<file path="src/rtl/preamble_tx_gen.sv">
// Preamble transmitter: replays a half-symbol from a registered ROM as [A A] or [A -A] training
// symbols, repeated R times with zero-filled guard gaps, through a two-stage tagged pipeline.
module preamble_tx_gen #(
  parameter int WIDTH        = 10,
  parameter int HALF_LEN     = 64,
  parameter int ADDR_WIDTH   = 8,
  parameter int REPEAT_WIDTH = 4,
  parameter int GAP_WIDTH    = 8
) (
  input  logic                    clk,
  input  logic                    reset,
  input  logic                    i_start,
  input  logic                    i_abort,
  input  logic                    i_mode,
  input  logic [REPEAT_WIDTH-1:0] i_repeat,
  input  logic [GAP_WIDTH-1:0]    i_gap,
  output logic [ADDR_WIDTH-1:0]   o_rom_addr,
  input  logic [WIDTH-1:0]        i_rom_data,
  output logic [WIDTH-1:0]        o_data,
  output logic                    o_valid,
  output logic                    o_busy,
  output logic                    o_end
);

  typedef enum logic [2:0] {IDLE, HALF0, HALF1, GAP, DRAIN} state_t;

  typedef struct packed {
    logic valid;
    logic neg;
    logic zero;
    logic last;
  } tag_t;

  localparam logic [ADDR_WIDTH-1:0] C_LAST = ADDR_WIDTH'(HALF_LEN - 1);
  localparam logic [WIDTH-1:0]      C_MIN  = {1'b1, {(WIDTH-1){1'b0}}};
  localparam logic [WIDTH-1:0]      C_MAX  = {1'b0, {(WIDTH-1){1'b1}}};

  state_t                  r_state;
  state_t                  w_next_state;
  logic [ADDR_WIDTH-1:0]   r_cnt;
  logic [REPEAT_WIDTH-1:0] r_sym;
  logic [REPEAT_WIDTH-1:0] r_rep_m1;
  logic [GAP_WIDTH-1:0]    r_gcnt;
  logic [GAP_WIDTH-1:0]    r_gap_len;
  logic                    r_mode;
  tag_t                    r_s1;
  tag_t                    w_slot;
  logic [WIDTH-1:0]        w_sample;

  logic w_half_done;
  logic w_last_sym;
  logic w_gap_done;

  assign w_half_done = (r_cnt == C_LAST);
  assign w_last_sym  = (r_sym == r_rep_m1);
  assign w_gap_done  = (r_gcnt == (r_gap_len - GAP_WIDTH'(1)));

  // NOTE: sequential state is written with <= so every register updates from pre-edge values.
  always_ff @(posedge clk) begin
    if (reset) r_state <= IDLE;
    else       r_state <= w_next_state;
  end

  // NOTE: next state defaults to the current state first, so no path can infer a latch.
  always_comb begin
    w_next_state = r_state;
    case (r_state)
      IDLE:  if (i_start) w_next_state = HALF0;
      HALF0: if (w_half_done) w_next_state = HALF1;
      HALF1: begin
        if (w_half_done) begin
          if (w_last_sym)                 w_next_state = DRAIN;
          else if (r_gap_len != '0)       w_next_state = GAP;
          else                            w_next_state = HALF0;
        end
      end
      GAP:   if (w_gap_done) w_next_state = HALF0;
      DRAIN: if (!r_s1.valid) w_next_state = IDLE;
      default: w_next_state = IDLE;
    endcase
    if (i_abort) w_next_state = IDLE;
  end

  always_comb begin
    o_rom_addr   = '0;
    o_busy       = (r_state != IDLE);
    w_slot       = '0;
    case (r_state)
      HALF0: begin
        o_rom_addr   = r_cnt;
        w_slot.valid = 1'b1;
      end
      HALF1: begin
        o_rom_addr   = r_cnt;
        w_slot.valid = 1'b1;
        w_slot.neg   = r_mode;
        w_slot.last  = w_half_done & w_last_sym;
      end
      GAP: begin
        w_slot.valid = 1'b1;
        w_slot.zero  = 1'b1;
      end
      default: ;
    endcase
  end

  // Configuration is captured only on an accepted start; counters restart from zero.
  always_ff @(posedge clk) begin
    if (reset) begin
      r_cnt     <= '0;
      r_sym     <= '0;
      r_gcnt    <= '0;
      r_mode    <= 1'b0;
      r_rep_m1  <= '0;
      r_gap_len <= '0;
    end else if (i_abort) begin
      r_cnt  <= '0;
      r_sym  <= '0;
      r_gcnt <= '0;
    end else begin
      case (r_state)
        IDLE: begin
          if (i_start) begin
            r_mode    <= i_mode;
            r_rep_m1  <= (i_repeat == '0) ? '0 : (i_repeat - REPEAT_WIDTH'(1));
            r_gap_len <= i_gap;
            r_cnt     <= '0;
            r_sym     <= '0;
            r_gcnt    <= '0;
          end
        end
        HALF0: r_cnt <= w_half_done ? '0 : (r_cnt + ADDR_WIDTH'(1));
        HALF1: begin
          r_cnt <= w_half_done ? '0 : (r_cnt + ADDR_WIDTH'(1));
          if (w_half_done) r_sym <= r_sym + REPEAT_WIDTH'(1);
        end
        GAP:   r_gcnt <= w_gap_done ? '0 : (r_gcnt + GAP_WIDTH'(1));
        default: ;
      endcase
    end
  end

  // The most negative code has no positive twin, so it saturates to the largest positive code.
  always_comb begin
    w_sample = i_rom_data;
    if (r_s1.zero)                   w_sample = '0;
    else if (r_s1.neg && i_rom_data == C_MIN) w_sample = C_MAX;
    else if (r_s1.neg)               w_sample = (~i_rom_data) + WIDTH'(1);
  end

  always_ff @(posedge clk) begin
    if (reset) begin
      r_s1    <= '0;
      o_data  <= '0;
      o_valid <= 1'b0;
      o_end   <= 1'b0;
    end else if (i_abort) begin
      r_s1    <= '0;
      o_valid <= 1'b0;
      o_end   <= 1'b0;
    end else begin
      r_s1    <= w_slot;
      o_valid <= r_s1.valid;
      o_end   <= r_s1.valid & r_s1.last;
      if (r_s1.valid) o_data <= w_sample;
    end
  end

endmodule

</file>
<file path="config.mk">
export PLATFORM = sky130hd
export DESIGN_NAME = preamble_tx_gen
export DESIGN_NICKNAME = d
export VERILOG_FILES = /design/src/rtl/preamble_tx_gen.sv
export SDC_FILE = /design/constraint.sdc
export NUM_CORES = 1
export LEC_CHECK = 0
export ABC_AREA = 1
export CORE_MARGIN = 8
export CORE_UTILIZATION = 25
export CTS_CLUSTER_DIAMETER = 200
export CTS_CLUSTER_SIZE = 24
export DETAILED_ROUTE_END_ITERATION = 8
export PLACE_DENSITY_LB_ADDON = 0.25
export SYNTH_ARGS = -nofsm -noshare
export SYNTH_HDL_FRONTEND = slang
export SYNTH_SLANG_ARGS = --single-unit
</file>
<file path="constraint.sdc">
create_clock -name clk -period 2.19 [get_ports clk]
set_input_delay 0.438 -clock clk [delete_from_list [all_inputs] [get_ports clk]]
set_output_delay 0.438 -clock clk [all_outputs]
set_load 0.1 [all_outputs]
</file>
# == Word level (Yosys, flattened, before mapping) ==
# Cells that the tools add are included.
# word_totals
inputBits,27
wordCells,79
reg_bits,52
# classes
n_mux,23
n_reduce_logical,18
n_eq_ne,13
n_bitwise,5
addsub,6
# op_table
cell,n
two-way mux 8 bit,4
case mux 8 bit (2 select lines),2
two-way mux 10 bit,3
two-way mux 3 bit,6
adder 8 x 1 -> 8 bit (second input constant),2
case mux 3 bit (5 select lines),1
two-way mux 4 bit,3
adder 10 x 1 -> 10 bit (second input constant),1
equality test 10 bit (second input constant),1
inequality test 2 bit (second input constant),5
NOT 10 bit,1
equality test 8 x 6 -> 1 bit (second input constant),1
equality test 8 bit,1
case mux 4 bit (2 select lines),1
nonzero test 8 bit,1
subtractor 8 x 1 -> 8 bit (second input constant),1
equality test 3 x 2 -> 1 bit (second input constant),2
AND reduction 2 bit,3
AND reduction 3 bit,2
nonzero test 2 bit,3
OR reduction 3 bit,2
AND reduction 5 bit,1
adder 4 x 1 -> 4 bit (second input constant),1
equality test 4 bit,1
other kinds (12),16

# == Logic depth before layout (Yosys ltp) ==
# logic_depth
word_depth,5
ltp_mapped,14
mapped_depth_nobuf,14

# == Worst setup path after synthesis ==
# Ideal clock, no wire load.
# synth_path
path_type,flip-flop to output port
startpoint,register r_state[2]
endpoint,output o_rom_addr[0]
n_path_buf,0
path_slack_ns,-0.266
t_arrival_ns,2.018
required_time_ns,1.752
path_stages_with_launch,6
path_cell_list,dfxtp_1 -> nor2_4 -> nand2_2 -> nand2_4 -> inv_4 -> nor2_1
# synth_between
elab_chain_len,3
elab_cells_between_ends,4
classes_between,2 x eq/ne; 1 x mux; 1 x reduce/logical
# synth_rtl
item,line,rtl
from (decl),38,state_t r_state;
from (signal assigned),61,else r_state <= w_next_state;
equality test 3 x 2 -> 1 bit / equality test 3 x 1 -> 1 bit (equally long branches),88,case (r_state)
OR reduction 2 bit (no source line) *,--,
two-way mux 8 bit *,88,
to (decl),17,"output logic [ADDR_WIDTH-1:0] o_rom_addr,"
# Mark *: on every way between the ends. The rest lies on a longest branch, timed or not.

# == Final worst setup path ==
# Same ends and word-level chain as after synthesis.

==> impl.org <==
** Clock network
- In this run the number of H-tree levels came out at 2.
- CTS tree :: yes
- The tree built by TritonCTS fans out to 52 sinks.
- CTS Buf Count :: 5
- Root buf cell :: clkbuf_16
- After clock tree synthesis, the repair step resized 0 gates.
- CTS Hold Bufs :: 0
- The later pin in the worst-skew pair is clocked with a latency of 0.29 ns.
- Counting along the longest clock path gives a buffer depth of 2.
- Post-CTS Setup Inserts :: 0
- Clock slew seen by the registers of the worst setup and hold paths :: 0.07 ns

** Timing
- Setup violations remaining at the end of the flow were counted as 0.
- Summed negative setup slack over all endpoints :: 0 ns
- The count of final hold-check violations was 0.
- Headroom to the max-slew limit came out at 52.4%.
- The worst path needs 2.02 ns of the cycle, external delays included.
- Final hold analysis gives a worst-case slack of 0.437 ns.
- Final clock period utilization by the worst path :: 92.3%
- Unrepaired setup endpoints after global routing :: no
- Worst slew pin tran :: 0.711 ns
- For this run, the top clock speed supported by timing is 495 MHz.
- On the final layout, the worst clock skew is 0.00872 ns.
- The final-report max-slew violation count is 0.

** Synthesis
- Number of distinct standard cells referenced by the synthesized netlist :: 35
- Synthesis produced a netlist whose cell count is 424.
- Area fraction in compound gates after synthesis :: 12.8%
- The Yosys step of the flow raised 0 warnings.
- Count of state elements after synthesis :: 52
- The portion of synthesized area spent on multiplexers is 0%.
- Dominant cells by area after synthesis :: dfxtp_1 36%, nand2_1 11%, nor2_1 7.5%
- Post-Synth Adder-Cell Area :: 2.59%
- Largest family of logic cells by synthesized area :: simple AND/OR/NAND/NOR gates
- Post-synth top area share :: 36.0%
- The mapped netlist covers 2890 sq um.
- Number of nets in the synthesized netlist :: 457
- The biggest area contributor in the post-synthesis netlist is dfxtp_1.
- Simple logic cell fraction of the synthesized area :: 35.9%
- Count of flip-flops with a built-in enable after synthesis :: 0
- Synthesized area divided by synthesized cell count :: 6.83 sq um
- Xor/xnor share of the synthesized area :: 4.24%
- Sequential-to-total area share from yosys stat :: 36.0%
- Counting flops with an async set or reset pin after synthesis yields a share of 0%.
- Prevailing post-synth register cell :: dfxtp_1

** Global routing
- Entering global routing, the biggest net connects 25 pins.
- Global routing used 10.4% of the available tracks across all layers.
- The number of global-route vias before repair is 2823.
- The initial antenna violation count came to 1.
- Global-route wire length before repair :: 13000 um
- GRT Residual Overflow :: 0

** Placement
- Number of I/O port buffers :: 47
- Routability congestion estimate from global placement :: 0.875
- Once placement completed, the tool counted placed cells totaling 611.
- Total half-perimeter wirelength after legalization and detailed placement :: 5930 um

** Setup path
- Tracing the worst setup path back leads to its startpoint at r_state[2].
- For the worst setup path, the data arrival time is 1.58 ns.
- In this run the critical register-to-register path is launched from r_gap_len[1].
- Type of element capturing the critical path :: output pin
- For the worst flop-to-flop path, the logic depth is 14.
- For flop-to-flop paths, the worst setup slack is 0.32 ns.
- Biggest fanout along the worst timing path :: 9
- Worst EP required :: 1.75 ns
- Launching element type of the critical path :: flip-flop
- Setup Crit Path Kind :: reg -> out

** Floorplanning
- During I/O placement, the number of pins put on the boundary was 48.
- Row cnt :: 39
- Once the floorplan was initialized, standard cells occupied 25.5% of the core.
- The floorplan step set the die width to 124 um.
- Die area :: 15300 sq um
- In this run the standard cell core region covers 11400 sq um.
- Die Y-Extent :: 124 um

** Final layout
- The finished layout holds 619 standard cells, fillers aside.
- Synthesis-to-finish area growth :: 29.7%
- The repair_antennas step left the layout with diodes totalling 0.
- Of the cells placed in the final design, the portion with a size suffix greater than 1 is 12.6%.
- Core Util, Final :: 33.0%
- In the final design database the tool counted 508 nets.

** Power and ir drop
- Leakage dissipation :: 1.47 nW
- Maximum resistive drop on vdd :: 0.000346 V
- For this design the ratio of total power to cell area is 641 nW/um^2.

** Hold path
- Class of the most critical hold timing path :: reg -> reg
- Start point of the worst hold path :: r_s1[0]
- The worst hold path was traced through 2 stages.

** Routing
- After detailed routing, the average wire length per cell comes to 12.0 um.
- First DRT Iteration DRCs :: 102
- Vias after detailed routing :: 2781
- Number of nets with antenna violations after detailed routing :: 0
- The routed design has 7460 um of wire.
- For this run, design rule violations remaining after detail routing come to 0.
- For this run, the detailed router's first-pass iteration total came to 4.
- In the routed layout, each cell is associated on average with a via count of 4.49.

** Job
- Max cap viols :: 0

** Outcome
- Result of the run :: completed
## final timing paths
kind	endpoint
worst max register to register	r_state[0]
worst max-delay path	o_rom_addr[0]
worst min-delay path	o_end
worst min register to register	o_end
## critical path, stage by stage (launching register included)
cell     delay, ns
dfxtp_1       0.42
nor2_4        0.18
nand2_2       0.12
nand2_4       0.11
inv_4         0.07
nor2_1        0.19
buf_12        0.21
## cells in the final DEF, fill, tap and decap left out, drive strengths merged
cell           synthesis  layout
nand2                 94      94
nor2                  65      65
inv                   57      58
dfxtp                 52      52
nand3                 35      35
a21oi                 34      34
clkdlybuf4s50          0      26
buf                    1      26
o21ai                 17      17
nor3                   9       9
xor2                   8       8
a211oi                 8       8
nand4                  6       6
xnor2                  6       6
ha                     6       6
clkbuf                 7       6
o21a                   3       3
nor3b                  3       3
o211ai                 3       3
or2                    3       3
nor4                   2       2
and2                   2       2
nand3b                 2       2
a311oi                 1       1
clkinv                 0       1
## metrics by stage
step | setup slack, ns | total power [mW] | instance area, sq um
final | 0.168 | 2.41 | 3750
after global routing | 0.0450 | 2.55 | 3750
after CTS | 0.146 | 2.45 | 3750
after detailed placement | -0.113 | 1.65 | 3610
after global placement | -0.0593 | 1.65 | 3610
after floorplan | -0.266 | 1.47 | 2890
## state kept, by name, summed over array words and instances, names as in the netlist
name       cells
r_gcnt         8
r_s1           4
r_gap_len      8
r_state        3
r_rep_m1       4
o_valid        1
o_end          1
r_sym          4
o_data        10
r_mode         1
r_cnt          8
## logic make-up (layout without fill, tap and decap cells)
group / count (synthesis) / in the layout
and+or+nand+nor: 221 / 221
AOI/OAI and AO/OA: 66 / 66
buffers and inverters: 65 / 117
DFF: 52 / 52
xor gates and xnor gates: 14 / 14
adders and majority gates: 6 / 6
## layer usage
layer / vias up / GRT usage (%) / part of all wire [%]
li1: 1474 / - / -
met1: 1227 / 13.4 / 49
met2: 70 / 16.2 / 43
met3: 8 / 3.67 / 7.0
met4: 2 / 2.78 / 1.1
met5: - / 0 / 0.12
## power breakdown
group | switching (mW) | internal [mW] | leakage, nW
clock network | 0.352 | 0.427 | 0.0712
registers | 0.0418 | 0.983 | 0.421
logic | 0.387 | 0.216 | 0.979
total | 0.781 | 1.63 | 1.47
## layout make-up
cell class              instances  area, sq um
inverters                      57          216
multi-input cells             307         1610
repair buffers                 52          568
clock inverters                 2         13.8
well taps                     143          179
flip-flops and latches         52         1040
clock buffers                   6          129
fillers                      1239         7620
## Yosys cell counts (4+ instances only)
library cell and n:
a211oi_1 8, dfxtp_1 52, o21ai_1 5, nand2_1 87, nor2_1 58, a21oi_1 34, inv_2 6, clkbuf_1 7
nand2_2 4, inv_1 50, ha_1 6, nor3_1 7, xnor2_1 6, o21ai_0 12, xor2_1 8, nand3_1 33
nor2_2 4, nand4_1 6
Note: power is estimated with default switching activity, not from simulation.
==> patch 1, RTL diff (same settings) <==
Compare `r_cnt` against `C_LAST` with >= in place of ==.
--- a/src/rtl/preamble_tx_gen.sv
+++ b/src/rtl/preamble_tx_gen.sv
@@ -53,3 +53,3 @@
 
-  assign w_half_done = (r_cnt == C_LAST);
+  assign w_half_done = (r_cnt >= C_LAST);
   assign w_last_sym  = (r_sym == r_rep_m1);
Check against the original RTL: no difference found for any inputs over 10 cycles, from zero or initial values and one cycle with reset high; that may be too few to reach the edited logic, so the function may still have changed.
==> patch 1 against the original RTL <==
Power rose by 0.34%. Synthesized area fell by 0.61%. Sequential share of layout area grew 0.10 points. Final cell count shrank 2.1%. Routed wire length decreased by 5.1%. First-iteration DRC count is 35% higher. Worst setup slack gained 0.017 ns. Cell area shrank 0.37%. Sequential cell count is the same. Critical endpoint unchanged.
==> patch 1: results (changes against the original RTL) <==
Critical Path Max Stage Delay = 0.37 ns (-0.05 ns)
initial antenna violation count = 0 (-1)
top cells by area, synth = dfxtp_1, nand2_1, nor2_1
Setup Buffers After CTS = 0 (unchanged)
Max rail drop VDD = 0.319 mV (-7.9%)
Final Skew = 0.00790 ns (-0.000825 ns)
post-route insts no fill = 606 (-2.1%)
Static Leakage = 1.51 nW (+2.6%)
first-pass GRT wire length = 12.0 mm (-7.8%)
Distinct cells, synth = 41 (+17%)
Initial DRC Count = 138 (+35%)
DR WL/cell = 11.7 um (-3.1%)
gpl congestion = 0.809 (-7.5%)
vias post-DR = 2708 (-2.6%)
outcome = complete, no violations
Mapped Avg Cell Area = 7.02 um2 (+2.8%)
DP Wirelength = 5.66 mm (-4.6%)
share of layout cells above drive strength 1 = 0.147 (+0.0208)
vias in the first global route = 2601 (-7.9%)
most common library cells after synthesis = nand2_1, dfxtp_1, nor2_1
Layout Nets = 495 (-2.6%)
worst-path fanout max = 10 (+1)
dpl cells = 598 (-2.1%)
dpl ws = 0.136 ns (+0.248 ns)
max_slew headroom = 0.664 (+0.140)
EDFF count, synth = 0 (unchanged)
area post-placement = 3590 um2 (-0.59%)
All-Layer GR Usage = 0.0965 (-0.00750)
Seq/Total Area, Yosys = 0.362 (+0.00219)
Critical-path top delay cell = dfxtp_1
Syn Nets = 443 (-3.1%)
-- patch 1: per-layer routing --
metal	part of all wire	GRT usage
met1	0.46	0.114
met5	0	0
met2	0.49	0.171
met3	0.041	0.0233
met4	0.0092	0.0248
-- patch 1: path summary, 6_finish.rpt --
path                 from            end  slack, ns  depth (start not counted)
max            r_state[2]  o_rom_addr[0]       0.19                          6
min               r_s1[0]          o_end       0.43                          2
max reg2reg  r_gap_len[0]     r_state[2]       0.32                         12
min reg2reg       r_s1[0]          o_end       0.43                          2
-- patch 1: cell type report --
cell class                 count  area (um2)
sequential                    52        1040
tap                          143         179
inverter                      55         209
fill                        1230        7580
clock inverter                 1        7.51
multi-input combinational    295        1580
clock buffer                   7         143
timing repair buffer          53         576
-- patch 1: cells by family after synthesis --
family | after synthesis | synth area share
buffers and inverters | 63 | 0.0874
and+or+nand+nor | 202 | 0.335
adders and majority gates | 6 | 0.0261
xor gates and xnor gates | 15 | 0.0457
AOI/OAI and AO/OA | 72 | 0.144
DFF | 52 | 0.362
-- patch 1: worst reg2reg max path: stages, from the launching register on --
cell and delay [ns]:
dfxtp_1 0.37, inv_1 0.11, ha_1 0.31, xor2_1 0.14, nand3_1 0.09, nor2_1 0.14, nand2_1 0.07, nor2_1 0.11
nand2_2 0.14, nand2_4 0.12, nand3_1 0.07, nand2_1 0.06, nor2_1 0.03
-- patch 1: power by group --
part           internal, mW  switching (mW)  total [mW]
Sequential            0.984          0.0357        1.02
Clock                 0.456           0.347       0.803
Combinational         0.211           0.382       0.592
==> patch 2, RTL diff (same flow settings) <==
Made on the original files. `ADDR_WIDTH`: 8 -> 7.
--- a/src/rtl/preamble_tx_gen.sv
+++ b/src/rtl/preamble_tx_gen.sv
@@ -5,3 +5,3 @@
   parameter int HALF_LEN     = 64,
-  parameter int ADDR_WIDTH   = 8,
+  parameter int ADDR_WIDTH   = 7,
   parameter int REPEAT_WIDTH = 4,
Ports: changed (resized o_rom_addr); port bits go from 48 to 47. No check against the original RTL was run, so the function may have changed too.
==> patch 2 against the original RTL <==
Critical endpoint is now o_rom_addr[1]. Highest routed layer is now met4. Synthesized cell count fell by 3.3%. Non-clock buffer count unchanged. Die area increased by 0.23%. First-iteration DRC count shrank 27%. Synthesized area is 0.26% higher. Register-to-register slack improved by 0.03 ns. Worst setup slack worse by 0.071 ns. Largest power group unchanged. Maximum frequency is 3.4% lower. Clock power grew 17%. Routed wire length shrank 6.5%. Cell area is 2.7% higher. Sequential cell count down 1. Power is 5.8% higher.
==> patch 2: results (changes against the original RTL) <==
Mapped Avg Cell Area = 7.08 um2 (+3.7%)
Met1 Routed Length = 3.15 mm (-14%)
Max rail drop VDD = 0.309 mV (-11%)
worst-path fanout max = 8 (-1)
Syn Nets = 442 (-3.3%)
met2 Usage GRT = 0.167 (+0.00504)
Distinct cells, synth = 39 (+11%)
clock network area share = 0.0451 (+0.00710)
multi-input combinational cell area = 1690 um2 (+5.5%)
dpl ws = -0.0777 ns (+0.0348 ns)
DP Wirelength = 5.46 mm (-8.0%)
Critical Path Max Stage Delay = 0.35 ns (-0.07 ns)
All-Layer GR Usage = 0.0950 (-0.00902)
first-pass GRT wire length = 11.8 mm (-8.7%)
Register Area = 1030 um2 (-1.4%)
Final Skew = 0.00239 ns (-0.00634 ns)
DR WL/cell = 11.5 um (-4.5%)
top cells by area, synth = dfxtp_1, nand2_1, nor2_1
vias in the first global route = 2687 (-4.8%)
fillers = 1222 (-1.4%)
worst hold slack = 0.429 ns (-0.00791 ns)
Setup Buffers After CTS = 2 (+2)
PortBufs = 46 (-2.1%)
initial antenna violation count = 0 (-1)
Data buffer area share = 0.147 (-0.00403)
met3 global-route usage = 0.0258 (-0.0109)
worst reg2reg setup slack = 0.35 ns (+0.03 ns)
Least-Margin Pin Slew = 0.397 ns (-0.314 ns)
Seq/Total Area, Yosys = 0.352 (-0.00783)
Seq area share = 0.266 (-0.0113)
Initial DRC Count = 74 (-27%)
area post-placement = 3590 um2 (-0.45%)
share of layout cells above drive strength 1 = 0.190 (+0.0640)
metal3 WL = 299 um (-43%)
CP Data Arrival Time = 1.66 ns (+0.08 ns)
CTS resizes = 7 (+7)
Critical-path top delay cell = dfxtp_2
Met2 Routed Length = 3.41 mm (+7.1%)
outcome = complete, no violations
reg-to-reg startpoint = r_gap_len[0]
flip-flop and latch count = 51 (-1.9%)
largest net degree at the start of global routing = 18 (-28%)
inverter count = 55 (-3.5%)
WL final = 6.97 mm (-6.5%)
top routing layer used = met4
Layout Nets = 494 (-2.8%)
drt pass-1 iters = 4 (unchanged)
dpl cells = 596 (-2.5%)
gpl congestion = 0.818 (-6.5%)
worst setup margin = 0.0965 ns (-0.0713 ns)
grt met1 use = 0.107 (-0.0270)
Top delay family on crit path = buffers and inverters
Vias/cell = 4.38 (-2.4%)
most common library cells after synthesis = nand2_1, nor2_1, dfxtp_1
-- patch 2: cells by family after synthesis --
kind of cell / count (synthesis) / synth area share
xor+xnor: 18 / 0.0543
compound gates: 74 / 0.140
fa+ha+maj: 5 / 0.0216
flops: 51 / 0.352
simple gates: 200 / 0.344
buf+inv: 62 / 0.0884
-- patch 2: worst max-delay path by stage --
stage               cells past startpoint     startpoint       endpoint
floorplan                               7     r_state[2]  o_rom_addr[0]
global placement                        9  i_rom_data[0]      o_data[5]
detailed placement                      9  i_rom_data[0]      o_data[3]
CTS                                     8     r_state[0]  o_rom_addr[4]
global route                            8     r_state[0]  o_rom_addr[0]
finish                                  8     r_state[0]  o_rom_addr[1]
-- patch 2: where the power goes --
part	internal [mW]	switching [mW]	leakage, nW
registers	0.965	0.0339	0.415
logic	0.229	0.404	0.991
clock network	0.568	0.345	0.0868
total	1.76	0.783	1.49
